## config.mk

```make
export PLATFORM = sky130hd
export DESIGN_NAME = pipeline_subtractor_16bit
export DESIGN_NICKNAME = d
export VERILOG_FILES = /design/src/rtl/pipe_arith_pkg.sv /design/src/rtl/sub_slice_4bit.sv /design/src/rtl/pipeline_subtractor_16bit.sv
export SDC_FILE = /design/constraint.sdc
export NUM_CORES = 1
export LEC_CHECK = 0
export CAP_MARGIN = 20
export CORE_MARGIN = 3
export CORE_UTILIZATION = 59
export CTS_BUF_LIST = sky130_fd_sc_hd__clkbuf_16
export CTS_CLUSTER_SIZE = 16
export DETAILED_ROUTE_END_ITERATION = 16
export HOLD_SLACK_MARGIN = 0.05
export PLACE_DENSITY_LB_ADDON = 0.3
export SLEW_MARGIN = 20
export SYNTH_ARGS = -nofsm -noshare
export SYNTH_HDL_FRONTEND = slang
export SYNTH_SLANG_ARGS = --single-unit
export TNS_END_PERCENT = 100
```

## constraint.sdc

```tcl
create_clock -name clk -period 4.5 [get_ports clk]
set_clock_uncertainty 0.2 [all_clocks]
set_input_delay 1.125 -clock clk [delete_from_list [all_inputs] [get_ports clk]]
set_output_delay 1.125 -clock clk [all_outputs]
set_load 0.03 [all_outputs]
```

## src/rtl/pipe_arith_pkg.sv

```systemverilog
// Shared sizing helpers for the sliced pipelined add/subtract datapaths.
package pipe_arith_pkg;

    localparam int DEF_SLICE_W = 4;

    function automatic int calc_nstage(input int width, input int slice_w);
        return width / slice_w;
    endfunction

    function automatic bit width_ok(input int width, input int slice_w);
        return (slice_w > 0) && ((width % slice_w) == 0);
    endfunction

endpackage

```

## src/rtl/sub_slice_4bit.sv

```systemverilog
// Combinational carry-select subtract slice: both borrow-in cases ripple in
// parallel, the registered borrow only drives the final mux.
module sub_slice_4bit #(
    parameter int W = 4
) (
    input  logic [W-1:0] a,
    input  logic [W-1:0] b,
    input  logic         bin,
    output logic [W-1:0] diff,
    output logic         bout
);

    logic [W-1:0] s0, s1;
    logic         c0, c1;

    // a + ~b + carry_in, where carry_in = ~borrow_in (path 0: borrow 0, path 1: borrow 1)
    always_comb begin
        c0 = 1'b1;
        c1 = 1'b0;
        s0 = '0;
        s1 = '0;
        for (int i = 0; i < W; i++) begin
            s0[i] = a[i] ^ ~b[i] ^ c0;
            s1[i] = a[i] ^ ~b[i] ^ c1;
            c0    = (a[i] & ~b[i]) | ((a[i] ^ ~b[i]) & c0);
            c1    = (a[i] & ~b[i]) | ((a[i] ^ ~b[i]) & c1);
        end
    end

    assign diff = bin ? s1 : s0;
    assign bout = bin ? ~c1 : ~c0;

endmodule

```

## src/rtl/pipeline_subtractor_16bit.sv

```systemverilog
// Pipelined a - b - bin, one SLICE_W slice per stage, valid/ready with global stall.
// Optional signed-overflow output enabled by defining PIPE_SUB_OVF_EN.
module pipeline_subtractor_16bit
    import pipe_arith_pkg::*;
#(
    parameter int WIDTH   = 16,
    parameter int SLICE_W = DEF_SLICE_W
) (
    input  logic             clk,
    input  logic             reset_n,
    input  logic             in_valid,
    output logic             in_ready,
    input  logic [WIDTH-1:0] a,
    input  logic [WIDTH-1:0] b,
    input  logic             bin,
    output logic             out_valid,
    input  logic             out_ready,
    output logic [WIDTH-1:0] diff,
    output logic             bout,
    output logic             ovf
);

    localparam int NSTAGE = calc_nstage(WIDTH, SLICE_W);

    if (!width_ok(WIDTH, SLICE_W)) begin : g_bad_width
        $error("WIDTH must be a multiple of SLICE_W");
    end

    logic                             en;
    logic [NSTAGE:0]                  vld_pipe;
    logic [NSTAGE:0]                  brw;
    logic [NSTAGE-1:0][SLICE_W-1:0]   a_sk, b_sk, sd;
    logic [NSTAGE-1:0]                sbo;

    // Every stage shares one enable: the whole pipe freezes while the output is held.
    assign en          = ~vld_pipe[NSTAGE] | out_ready;
    assign in_ready    = en;
    assign vld_pipe[0] = in_valid;
    assign brw[0]      = bin;
    assign out_valid   = vld_pipe[NSTAGE];
    assign bout        = brw[NSTAGE];

    for (genvar s = 0; s < NSTAGE; s++) begin : g_stage
        localparam int AL = NSTAGE - s;

        // Operand slice s waits s cycles so it meets the borrow from stage s-1.
        if (s > 0) begin : g_skew
            logic [s-1:0][SLICE_W-1:0] a_q, b_q;
            always_ff @(posedge clk or negedge reset_n) begin
                if (!reset_n) begin
                    a_q <= '0;
                    b_q <= '0;
                end else if (en) begin
                    a_q[0] <= a[s*SLICE_W +: SLICE_W];
                    b_q[0] <= b[s*SLICE_W +: SLICE_W];
                    for (int i = 1; i < s; i++) begin
                        a_q[i] <= a_q[i-1];
                        b_q[i] <= b_q[i-1];
                    end
                end
            end
            assign a_sk[s] = a_q[s-1];
            assign b_sk[s] = b_q[s-1];
        end else begin : g_noskew
            assign a_sk[s] = a[SLICE_W-1:0];
            assign b_sk[s] = b[SLICE_W-1:0];
        end

        sub_slice_4bit #(.W(SLICE_W)) u_slice (
            .a    (a_sk[s]),
            .b    (b_sk[s]),
            .bin  (brw[s]),
            .diff (sd[s]),
            .bout (sbo[s])
        );

        // Stage register plus the alignment delay that lets all slices exit together.
        logic [AL-1:0][SLICE_W-1:0] r_q;
        logic                       br_q, v_q;
        always_ff @(posedge clk or negedge reset_n) begin
            if (!reset_n) begin
                r_q  <= '0;
                br_q <= 1'b0;
                v_q  <= 1'b0;
            end else if (en) begin
                r_q[0] <= sd[s];
                br_q   <= sbo[s];
                v_q    <= vld_pipe[s];
                for (int i = 1; i < AL; i++) r_q[i] <= r_q[i-1];
            end
        end
        assign brw[s+1]                    = br_q;
        assign vld_pipe[s+1]               = v_q;
        assign diff[s*SLICE_W +: SLICE_W]  = r_q[AL-1];
    end

`ifdef PIPE_SUB_OVF_EN
    // Operand MSBs arrive at the last stage through the skew lines already.
    logic a_msb, b_msb, d_msb, ovf_q;
    assign a_msb = a_sk[NSTAGE-1][SLICE_W-1];
    assign b_msb = b_sk[NSTAGE-1][SLICE_W-1];
    assign d_msb = sd[NSTAGE-1][SLICE_W-1];
    always_ff @(posedge clk or negedge reset_n) begin
        if (!reset_n)  ovf_q <= 1'b0;
        else if (en)   ovf_q <= (a_msb ^ b_msb) & (d_msb ^ a_msb);
    end
    assign ovf = ovf_q;
`else
    assign ovf = 1'b0;
`endif

endmodule

```

# Word level (Yosys, flattened, before mapping)
# Index checks and enable logic that the tools add are counted.
# word_totals
out_inout_bits	20
inputBits	37
regBits	96
elab_cells	176
# op_classes
bitwise_logic	138
n_mux	8
# op_table
operator	count
$and A1 B1 Y1	40
$xor A1 B1 Y1	40
$not A1 Y1	29
$or A1 B1 Y1	29
$mux W4	4
$mux W1	4

# Longest topological paths before layout
# depth
ltp_word	11
ltp_mapped	7
ltp_nobuf	6

# Modules after synthesis
# Synthesis repeated with hierarchy kept, for this count alone.
# hier_totals
hier_cells	314
area_unflattened_um2	4495.6
# by_module_without_submodules
module	cells_per_inst	area_each_um2	seq_area_each_um2	n_inst
pipeline_subtractor_16bit	218	3784.9	2402.3	1
sub_slice_4bit	24	177.7	0.0	4

# Least setup slack after synthesis
# OpenSTA, ideal clock, no wires.
# synth_timing
path_type	input port to output port
start	input out_ready
end	output in_ready
required_ns	3.175
arrival_ns	1.588
setup_slack_ns	1.587
path_buffers	2
cell_stages	4
path_cell_list	nor2b_4 > buf_6 > inv_4 > buf_2
# synth_via
elab_chain_cells	1
# synth_rtl
element	line	rtl
start: declaration	pipeline_subtractor_16bit.sv:17	input logic out_ready,
$or A1 B1 Y1	pipeline_subtractor_16bit.sv:36	assign en = ~vld_pipe[NSTAGE] | out_ready;
end: declaration	pipeline_subtractor_16bit.sv:12	output logic in_ready,
# No other way between the ends.

# Worst setup path after layout
# Same ends and word-level chain as after synthesis.

==> flow_results.xml <==
<?xml version="1.0" encoding="UTF-8"?>
<metrics>
  <group name="run_status">
    <metric name="result_of_the_run" unit="">finished, final reports clean</metric>
  </group>
  <group name="floorplanning">
    <metric name="die_w" unit="um">92.8</metric>
    <metric name="core_area" unit="um^2">7290</metric>
    <metric name="rows" unit="">31</metric>
    <metric name="start_util" unit="%">61.0</metric>
    <metric name="ioPinCount" unit="">57</metric>
    <metric name="fp.dieArea" unit="um^2">8610</metric>
    <metric name="die-height" unit="um">92.8</metric>
  </group>
  <group name="global_route">
    <metric name="grt.overflow.total" unit="">0</metric>
    <metric name="grt_pass1_wl" unit="um">14100</metric>
    <metric name="grt_util_all_layers" unit="%">20.5</metric>
    <metric name="grt_pass1_vias" unit="">3106</metric>
    <metric name="largest_net_degree_at_the_start_of_global_routing" unit="">91</metric>
    <metric name="grt_antenna_before_repair" unit="">0</metric>
  </group>
  <group name="yosys">
    <metric name="ys_seq_area_share" unit="%">54.0</metric>
    <metric name="postSynth.asyncResetShare" unit="%">100</metric>
    <metric name="synthesis.instances" unit="">494</metric>
    <metric name="synth_fp_nets" unit="">551</metric>
    <metric name="synth.ff_latch_count" unit="">96</metric>
    <metric name="synthDistinctLibCells" unit="">28</metric>
    <metric name="synth-edff-count" unit="">0</metric>
    <metric name="synth_ff_type" unit="">dfrtp_1</metric>
    <metric name="yosysWarningCount" unit="">0</metric>
    <metric name="syn_area_per_cell" unit="um^2">9.00</metric>
    <metric name="netlist_area" unit="um^2">4450</metric>
  </group>
  <group name="min_path">
    <metric name="hold_path_class" unit="">reg2reg</metric>
  </group>
  <group name="place">
    <metric name="gpl.final_weighted_congestion" unit="">0.811</metric>
    <metric name="port_buffers" unit="">55</metric>
    <metric name="place_worst_setup_slack" unit="ns">0.735</metric>
    <metric name="postPlaceCellArea" unit="um^2">4910</metric>
    <metric name="detailed_place_hpwl" unit="um">5350</metric>
  </group>
  <group name="worst_setup_path">
    <metric name="setup.worst_path.start_class" unit="">primary input</metric>
    <metric name="critical_path.max_fanout" unit="">2</metric>
    <metric name="crit_path_end_kind" unit="">output port</metric>
    <metric name="r2r_setup_slack" unit="ns">2.38</metric>
    <metric name="crit_required" unit="ns">3.17</metric>
    <metric name="timing.setup.critical_path_class" unit="">in2out</metric>
    <metric name="cp_data_arrival_time" unit="ns">2.44</metric>
  </group>
  <group name="route">
    <metric name="initialDrtViolationCount" unit="">144</metric>
    <metric name="route.detailed.wl_per_inst" unit="um">12.9</metric>
    <metric name="dr_vias_cell" unit="">5.08</metric>
    <metric name="drt_first_pass_iters" unit="">4</metric>
    <metric name="route.detailed.drc" unit="">0</metric>
    <metric name="routed_wirelength" unit="um">8190</metric>
    <metric name="postRouteAntennaNets" unit="">0</metric>
    <metric name="route.vias.total" unit="">3223</metric>
  </group>
  <group name="clock_tree">
    <metric name="clkSinkCount" unit="">96</metric>
    <metric name="post-cts-setup-buffers" unit="">0</metric>
    <metric name="cts_resized" unit="">0</metric>
    <metric name="cts_htree_levels" unit="">3</metric>
    <metric name="clock-root-buffer" unit="">clkbuf_16</metric>
    <metric name="worst_skew_pair.late_latency" unit="ns">0.33</metric>
    <metric name="holdBufCountCts" unit="">0</metric>
    <metric name="cts_tree" unit="">yes</metric>
    <metric name="clk_pin_slew_worst_paths" unit="ns">0.07</metric>
    <metric name="tritoncts.num_buffers" unit="">9</metric>
    <metric name="cts_max_path_buffers" unit="">2</metric>
  </group>
  <group name="timing">
    <metric name="setup_violations" unit="">0</metric>
    <metric name="worst_slew_margin" unit="%">42.7</metric>
    <metric name="hold_viol_final" unit="">0</metric>
    <metric name="transition_at_the_pin_with_the_smallest_max_transition_slack" unit="ns">0.860</metric>
    <metric name="worst_slack" unit="ns">0.735</metric>
    <metric name="final.period_utilization" unit="%">83.7</metric>
    <metric name="fin_setup_tns" unit="ns">0</metric>
    <metric name="timing.final.max_slew_violations" unit="">0</metric>
    <metric name="unrepaired_setup_endpoints_after_global_routing" unit="">no</metric>
    <metric name="final.min_clock_period" unit="ns">3.76</metric>
    <metric name="fin_worst_hold_slack" unit="ns">0.261</metric>
    <metric name="maxClockFrequency" unit="MHz">266</metric>
  </group>
  <group name="finish">
    <metric name="nets" unit="">588</metric>
    <metric name="drive_gt1_share" unit="%">4.10</metric>
    <metric name="syn2layout_area_growth" unit="%">16.9</metric>
    <metric name="finish.instance_area" unit="um^2">5200</metric>
    <metric name="antenna-diode-count" unit="">0</metric>
  </group>
  <group name="power_and_ir_drop">
    <metric name="leakage" unit="nW">2.65</metric>
    <metric name="vdd.ir_drop.worst" unit="V">0.000335</metric>
    <metric name="cellPowerDensity" unit="nW/um^2">699</metric>
  </group>
  <group name="job">
    <metric name="maxCapViolCount" unit="">0</metric>
  </group>
</metrics>
==> area by class of cell <==
type / count / area, um^2
Clock buffer: 9 / 225
Tap cell: 99 / 124
Timing Repair Buffer: 60 / 586
Inverter: 28 / 108
Multi-Input combinational cell: 336 / 1690
Clock inverter: 7 / 65.1
Sequential cell: 96 / 2400
Fill cell: 606 / 2090
==> cell families (layout without fill, tap and decap cells) <==
logic type	after synthesis	in the layout	synth area share, %
AND/OR/NAND/NOR	260	260	24.3
buffers and inverters	62	104	7.96
flip-flops	96	96	54.0
AO/OA/AOI/OAI	46	46	6.19
adder cells (fa/ha/maj)	20	20	5.63
other	1	1	0.0843
XOR/XNOR	9	9	1.77
==> power breakdown <==
| group | switching (mW) | internal, mW | total (mW) |
|---|---|---|---|
| clock | 0.317 | 0.427 | 0.744 |
| combinational | 0.856 | 0.591 | 1.45 |
| sequential | 0.205 | 1.24 | 1.44 |
==> synth_stat cells (all sizes together) (8+ instances only) <==
cell,n,area [um^2]
buf,32,239
a21oi,8,40.0
nand2b,9,56.3
nor2,9,33.8
dfrtp,96,2400
o21ai,22,110
nand2,210,788
inv,28,108
nand3,15,75.1
ha,20,250
xor2,8,70.1
==> metal layers <==
metal / vias up / global-route usage (%) / part of all wire, %
li1: 1619 / - / -
met1: 1547 / 27.2 / 46
met2: 46 / 33.8 / 49
met3: 11 / 3.41 / 3.3
met4: 0 / 8.06 / 1.7
met5: - / 0 / 0
==> registers in the layout, summed over array words and instances (netlist names) <==
name	flops
bout	1
out_valid	1
g_stage.g_skew.b_q	16
g_stage.g_skew.a_q	16
g_stage.v_q	3
g_stage.br_q	3
b_sk	8
diff	12
a_sk	8
g_stage.r_q	28
==> worst max-delay path, stage by stage <==
cell and delay, ns:
clkdlybuf4s50_1 0.52, nor2b_4 0.06, inv_4 0.07, clkdlybuf4s50_1 0.66
==> cell usage in the layout, fill, tap and decap left out, types with 6 or more instances in the layout <==
cell type and count:
nand2_1 210, nor2_1 9, o21ai_0 20, clkdlybuf4s50_1 54
inv_1 29, clkbuf_16 9, nand3_1 15, xor2_1 8
nand2b_1 9, ha_1 20, a21oi_1 8, dfrtp_1 96
buf_4 6
==> through the flow <==
| step | std cells | util, % | power, mW |
|---|---|---|---|
| final | 635 | 71.3 | 3.63 |
| after global routing | 635 | 71.3 | 3.92 |
| after CTS | 635 | 71.3 | 3.67 |
| after detailed placement | 619 | 67.3 | 2.90 |
| after global placement | 619 | 67.3 | 2.83 |
| after floorplan | 494 | - | 2.57 |
==> worst paths after layout <==
kind,startpoint,to,cells after the start
worst max register to register,out_valid$_DFFE_PN0P_,b_sk[12]$_DFFE_PN0P_,5
worst max-delay path,out_ready,in_ready,4
min in group asynchronous,reset_n,g_stage[1].r_q[0]$_DFFE_PN0P_,1
max in group asynchronous,reset_n,g_stage[3].g_skew.a_q[5]$_DFFE_PN0P_,2
worst min register to register,g_stage[2].v_q$_DFFE_PN0P_,g_stage[2].v_q$_DFFE_PN0P_,2
worst min-delay path,g_stage[2].v_q$_DFFE_PN0P_,g_stage[2].v_q$_DFFE_PN0P_,2
(Power assumes the default switching activity.)
